**src/rtl/instr_fetch.sv**
```systemverilog
// Instruction fetch stage: owns the PC and runs the req/gnt/rvalid handshake with instruction memory. Optional macro IF_PERF_CNT_EN adds the perf_fetched/perf_killed counters.
// Latency: IDLE->REQ->WAIT->HOLD, 3 cycles minimum per instruction. Backpressure: the instruction is held stable until dec_ready or a redirect.
module instr_fetch #(
    parameter int                ADDR_W   = 16,
    parameter int                INSTR_W  = 16,
    parameter logic [ADDR_W-1:0] RESET_PC = 16'h0000,
    parameter int                PC_STEP  = 2
) (
    input  logic               clk,
    input  logic               reset,
    output logic               imem_req,
    output logic [ADDR_W-1:0]  imem_addr,
    input  logic               imem_gnt,
    input  logic               imem_rvalid,
    input  logic [INSTR_W-1:0] imem_rdata,
    input  logic               redirect,
    input  logic [ADDR_W-1:0]  redirect_pc,
    input  logic               dec_ready,
    output logic               instr_valid,
    output logic [INSTR_W-1:0] instr,
    output logic [5:0]         opcode,
    output logic [ADDR_W-1:0]  instr_pc
`ifdef IF_PERF_CNT_EN
    ,
    output logic [15:0]        perf_fetched,
    output logic [15:0]        perf_killed
`endif
);

    typedef enum logic [1:0] {IDLE, REQ, WAIT, HOLD} state_e;

    state_e               state_q, state_d;
    logic [ADDR_W-1:0]    pc_q, pc_d;
    logic                 kill_q, kill_d;
    logic                 req_q, req_d;
    logic                 valid_q, valid_d;
    logic [INSTR_W-1:0]   instr_q, instr_d;
    logic [ADDR_W-1:0]    instr_pc_q, instr_pc_d;
    logic                 fetch_evt;
    logic                 drop_evt;
    logic [ADDR_W-1:0]    redir_tgt;

    // Instructions are halfword aligned, so the target's bit 0 is meaningless.
    assign redir_tgt = redirect_pc & ~ADDR_W'(1);

    always_comb begin
        state_d    = state_q;
        pc_d       = pc_q;
        kill_d     = kill_q;
        valid_d    = valid_q;
        instr_d    = instr_q;
        instr_pc_d = instr_pc_q;
        fetch_evt  = 1'b0;
        drop_evt   = 1'b0;
        case (state_q)
            IDLE: state_d = REQ;
            REQ: begin
                if (redirect) pc_d = redir_tgt;
                if (imem_gnt) begin
                    state_d = WAIT;
                    // The granted word belongs to the old path when a redirect lands with the grant.
                    kill_d  = redirect;
                end
            end
            WAIT: begin
                if (imem_rvalid) begin
                    if (kill_q || redirect) begin
                        drop_evt = 1'b1;
                        kill_d   = 1'b0;
                        state_d  = REQ;
                        if (redirect) pc_d = redir_tgt;
                    end else begin
                        fetch_evt  = 1'b1;
                        instr_d    = imem_rdata;
                        instr_pc_d = pc_q;
                        pc_d       = pc_q + ADDR_W'(PC_STEP);
                        valid_d    = 1'b1;
                        state_d    = HOLD;
                    end
                end else if (redirect) begin
                    pc_d   = redir_tgt;
                    kill_d = 1'b1;
                end
            end
            HOLD: begin
                if (redirect) begin
                    valid_d = 1'b0;
                    pc_d    = redir_tgt;
                    state_d = REQ;
                end else if (dec_ready) begin
                    valid_d = 1'b0;
                    state_d = REQ;
                end
            end
            default: state_d = IDLE;
        endcase
        req_d = (state_d == REQ);
    end

    always_ff @(posedge clk or negedge reset) begin
        if (!reset) begin
            state_q    <= IDLE;
            pc_q       <= RESET_PC;
            kill_q     <= 1'b0;
            req_q      <= 1'b0;
            valid_q    <= 1'b0;
            instr_q    <= '0;
            instr_pc_q <= RESET_PC;
        end else begin
            state_q    <= state_d;
            pc_q       <= pc_d;
            kill_q     <= kill_d;
            req_q      <= req_d;
            valid_q    <= valid_d;
            instr_q    <= instr_d;
            instr_pc_q <= instr_pc_d;
        end
    end

    assign imem_req    = req_q;
    assign imem_addr   = pc_q;
    assign instr_valid = valid_q;
    assign instr       = instr_q;
    assign instr_pc    = instr_pc_q;
    assign opcode      = {3'b000, instr_q[INSTR_W-1 -: 3]};

`ifdef IF_PERF_CNT_EN
    logic [15:0] fetched_q, fetched_d;
    logic [15:0] killed_q, killed_d;

    always_comb begin
        fetched_d = fetched_q;
        killed_d  = killed_q;
        if (fetch_evt && (fetched_q != 16'hFFFF)) fetched_d = fetched_q + 16'd1;
        if (drop_evt && (killed_q != 16'hFFFF))   killed_d  = killed_q + 16'd1;
    end

    always_ff @(posedge clk or negedge reset) begin
        if (!reset) begin
            fetched_q <= '0;
            killed_q  <= '0;
        end else begin
            fetched_q <= fetched_d;
            killed_q  <= killed_d;
        end
    end

    assign perf_fetched = fetched_q;
    assign perf_killed  = killed_q;
`else
    logic unused_evt;
    assign unused_evt = fetch_evt ^ drop_evt;
`endif

endmodule

```
**config.mk**
```make
export PLATFORM = sky130hd
export DESIGN_NAME = instr_fetch
export DESIGN_NICKNAME = d
export VERILOG_FILES = /design/src/rtl/instr_fetch.sv
export SDC_FILE = /design/constraint.sdc
export NUM_CORES = 1
export LEC_CHECK = 0
export ABC_AREA = 0
export ABC_CLOCK_PERIOD_IN_PS = 2290
export BUFFER_PORTS_ARGS = -buffer_cell sky130_fd_sc_hd__clkbuf_2
export CORE_AREA = 2 2 76 78
export CTS_CLUSTER_DIAMETER = 150
export DETAILED_ROUTE_END_ITERATION = 6
export DIE_AREA = 0 0 78 80
export HOLD_SLACK_MARGIN = 0.08
export PLACE_DENSITY = 0.81
export SLEW_MARGIN = 5
export SYNTH_ARGS = -nofsm -noshare
export SYNTH_HDL_FRONTEND = slang
export SYNTH_SLANG_ARGS = --single-unit
```
**constraint.sdc**
```tcl
create_clock -name clk -period 2.29 [get_ports clk]
set_clock_uncertainty 0.05 [all_clocks]
set_input_delay 0.458 -clock clk [delete_from_list [all_inputs] [get_ports clk]]
set_output_delay 0.458 -clock clk [all_outputs]
set_load 0.02 [all_outputs]
```
# ---- Yosys cells after proc, flatten, opt, wreduce, memory -nomap -nowiden
# Cells that the tools add are included.
dict set report word_totals {
  inputBits 38
  ff_bits 53
}
dict set report op_classes {
  n_bitwise 1
  n_eq_ne 10
  mux 20
  addsub 1
  reduce_logical 9
}
# op n
set ops {}
lappend ops {{16-bit two-way mux} 3}
lappend ops {{16-bit case mux with 2 select lines} 1}
lappend ops {{16-bit by 2-bit adder with 16-bit output, second input constant} 1}
lappend ops {{2-bit two-way mux} 5}
lappend ops {{3-bit != test, second input constant} 3}
lappend ops {{1-bit two-way mux} 8}
lappend ops {{2-bit case mux with 4 select lines} 1}
lappend ops {{4-bit AND reduction} 2}
lappend ops {{2-bit != test, second input constant} 3}
lappend ops {{2-bit nonzero test} 3}
lappend ops {{2-bit by 1-bit equality test with 1-bit output, second input constant} 2}
lappend ops {{2-bit equality test, second input constant} 2}
lappend ops {{1-bit case mux with 2 select lines} 2}
lappend ops {{3-bit AND reduction} 1}
lappend ops {{2-bit logical NOT} 1}
lappend ops {{2-bit OR reduction} 1}
lappend ops {{1-bit logical OR} 1}
lappend ops {{1-bit NOT} 1}

# ---- Logic depth before layout (Yosys ltp)
dict set report depth {
  word_depth 5
  ltp_mapped 6
  ltp_nobuf 5
}

# ---- Worst setup path before layout
# OpenSTA, ideal clock, no wires.
dict set report synth_path {
  kind {input to register}
  from {input port redirect}
  to {register instr_q[12] (netlist: instr[12])}
  slack_ns 0.540
  cell_stages 5
  path_buffers 2
  required_time_ns 2.115
  t_arrival_ns 1.575
  cell_sequence {buf_2 > clkinv_1 > nand3_1 > buf_2 > mux2_2}
}
dict set report synth_via {
  elab_chain_cells 3
}
# element line_no
set synth_rtl {}
lappend synth_rtl {{start: declaration} 16} ;# input logic redirect,
lappend synth_rtl {{1-bit logical OR} 67} ;# if (kill_q || redirect) begin
lappend synth_rtl {{1-bit NOT (no line)} n/a}
lappend synth_rtl {{3-bit AND reduction (no line)} n/a}
lappend synth_rtl {{end signal: assignment} 115} ;# instr_q <= instr_d;
lappend synth_rtl {{end: declaration} 37} ;# logic [INSTR_W-1:0] instr_q, instr_d;
# Every way passes these cells.
# A chain may end at the register's enable or synchronous reset.

# ---- Final worst setup path
dict set report layout_path {
  from {register state_q[0]}
  to {register pc_q[5] (netlist: imem_addr[5])}
}
dict set report layout_via {
  elab_chain_cells 3
  elab_cells_between_ends 6
}
# element line_no
set layout_rtl {}
lappend layout_rtl {{start: declaration} 32} ;# state_e state_q, state_d;
lappend layout_rtl {{start signal: assignment} 110} ;# state_q <= state_d;
lappend layout_rtl {{2-bit equality test or 2-bit by 1-bit equality test with 1-bit output (tied branches)} 55} ;# case (state_q)
lappend layout_rtl {{2-bit OR reduction (no line)} n/a}
lappend layout_rtl {{16-bit case mux with 2 select lines or 2-bit nonzero test (tied branches)} n/a}
lappend layout_rtl {{end signal: assignment} 111} ;# pc_q <= pc_d;
lappend layout_rtl {{end: declaration} 33} ;# logic [ADDR_W-1:0] pc_q, pc_d;
# Several ways; a longest one is shown, not always the timed one.

==> impl_metrics.toml <==
[floorplan]
dieArea_um2 = 6240
coreArea_um2 = 5410
io_pins = 94
die_y_um = 80
num_rows = 27
fp.dieW_um = 78
start_util_pct = 47.4

[critical_path]
start_kind = "flip-flop"
criticalPathCategory = "reg2reg"
arrival_ps = 2020
path_max_fanout = 14
cp_slowest_cell = "dfrtp_1"
max_stage_delay_ps = 550
cp_common_cell = "nor2_1"
end_kind = "flip-flop"
crit_chain = "nor2_1, nor2_1, buf_4, a221o_1"
crit_required_ps = 2430

[yosys]
synth_area_leaders = "dfrtp_1 52%, mux2_2 12%, nand2_1 2.8%"
yosys.area_share.simple_pct = 14.1
synth-edff-count = 0
synth_area_per_cell_um2 = 11.0
syn_area_um2 = 2560
synthCells = 233
synth_area_leader_cell = "dfrtp_1"
ys_seq_area_share_pct = 51.8
synthArstFlopShare_pct = 100
synth_xor_area_share_pct = 0
ys_types = 51
ys_ff_latch = 53
synth_top_family_by_area = "compound AO/OA/AOI/OAI gates"
ys.flop_type = "dfrtp_1"
synth_top_area_share_pct = 51.8
synth_compound_area_share_pct = 15.0
synthAdderAreaFrac_pct = 0.488
yosysWarnings = 0
muxShareOfSynthArea_pct = 12.6

[sta]
slew_headroom_pct = 56.6
final-hold-violation-count = 0
period_minus_slack_ps = 1870
rsz0062_at_grt = "false"
fin_setup_tns_ps = 0
finalCritPeriodShare_pct = 81.8
slew_viol_final = 0
whs_ps = 211
fmax_mhz = 534
worst_pin_slew_ps = 651
setup_viol = 0

[drt]
vias = 2184
drtPass1Iterations = 4
wl_um = 5970
via_per_inst = 5.54
post_drt_wl_per_cell_um = 15.1
drcViolationCount = 0
drtAntennaViolNets = 0
drt_iter0_drc = 191

[clock_tree]
clock_latency_ps = 310
clock_path_buffers = 2
hold_buffers = 0
cts_inserted_buffers = 5
h-tree-depth = 2
cts_root_buf = "clkbuf_8"
clock-sinks = 53
cts_tree = "built"
clk_pin_slew_worst_paths_ps = 100
cts_resized = 0
cts_setup_buffers = 0

[finish]
n_antenna_cell = 0
nNetsFinal = 360
drive_gt1_share_pct = 43.5
area_delta_synth_final_pct = 22.6

[global_route]
grt_pass1_wl_um = 9830
grt_max_degree = 54
grt_usage_pct = 19.9
first_global_vias = 2065
overflow = 0
antenna_found_initial = 0

[hold_path]
hold_path.class = "in2async"

[placement]
dp_hpwl_um = 4440
io_buffers = 89
gp_congestion = 0.878

[outcome]
status = "completed"

[pwr]
peakVddDrop_uv = 662
p_leak_nw = 1.56
powerDensity_nw_per_um2 = 1290

[run]
maxCapViolations = 0
## cells by family after synthesis
logic type,count (synthesis)
fa+ha+maj,1
compound gates,56
simple gates,66
mux,29
other cells,1
buf+inv,27
flops,53
## power breakdown
part,total (mW),internal (mW),switching [mW]
clock network,0.514,0.217,0.297
registers,1.74,1.32,0.415
logic,1.79,0.706,1.08
## metrics by stage
| step | area (µm²) | instances | utilization (%) | total power [mW] | worst slack, ps |
|---|---|---|---|---|---|
| after detailed placement | 3060 | 386 | 56.6 | 3.55 | 434 |
| after CTS | 3140 | 394 | 58.1 | 4.07 | 429 |
| final | 3140 | 394 | 58.1 | 4.04 | 417 |
| after global placement | 3060 | 386 | 56.6 | 3.47 | 479 |
| after floorplan | 2570 | 235 | - | 2.94 | 540 |
| after global routing | 3140 | 394 | 58.1 | 4.33 | 287 |
## cells in the mapped netlist, types with 2 or more instances
master	n
mux2_2	27
buf_4	7
nor4_1	4
nand4_1	3
a21o_1	2
mux2i_1	2
o31ai_1	2
a31oi_1	3
buf_2	7
a22oi_1	3
and3_1	3
inv_1	7
o21ai_0	13
o22ai_1	2
dfrtp_1	53
nor3_1	8
a221o_1	4
nand3_1	8
clkbuf_1	3
nor2_1	10
nand2_1	19
buf_6	2
o21ai_1	4
a21oi_1	10
## layer usage
metal  routed length, µm  part of all wire, %  up-vias  global-route usage, %
li1                    -                    -     1019                      -
met2                2890                   48       95                   31.8
met1                2550                   43     1063                   26.7
met3                 457                  7.7        7                   5.20
met5                   0                    0        -                      0
met4                  76                  1.3        0                   5.61
## worst paths after layout
path | from | to | slack (ps) | cells after the start
worst min-delay path | reset | instr_pc[8] | 210 | 2
min in group clk | redirect_pc[9] | imem_addr[9] | 330 | 3
worst max-delay path | state_q[0] | imem_addr[5] | 420 | 4
max in group asynchronous | reset | instr_valid | 1540 | 2
worst min register to register | instr_pc[14] | instr_pc[14] | 440 | 2
worst max register to register | state_q[0] | imem_addr[5] | 420 | 4
## sequential cells by signal (all words and copies together) (netlist names)
| name | cells |
|---|---|
| kill_q | 1 |
| imem_req | 1 |
| state_q | 2 |
| instr | 16 |
| instr_pc | 16 |
| imem_addr | 16 |
| instr_valid | 1 |
## cell usage in the layout, fill, tap and decap left out, types with 3 or more instances in the layout
master    count
buf_4         9
inv_1         7
nand3_1       7
o21ai_1       4
a31oi_1       3
clkbuf_2     89
and3_1        3
conb_1        3
nand2_1      19
nor3_1        8
nor2_1       10
nand4_1       3
mux2_2       27
nor4_1        4
a221o_1       4
dfrtp_1      53
clkbuf_8      5
a21oi_1      10
o21ai_0      13
a22oi_1       3
## layout make-up
class                      count  area, µm²
inverter                       8       30.0
timing repair buffer          98        513
sequential                    53       1330
tap                           72       90.1
clock inverter                 1       7.51
multi-input combinational    155       1100
fill                         501       2260
clock buffer                   7       76.3
## critical path, delay by kind of cell, from the launching register on
kind / cells / cell delay, ps
simple gates: 2 / 650
compound gates: 1 / 340
flops: 1 / 550
buf+inv: 1 / 180
Power figures use the tool's default switching activity.
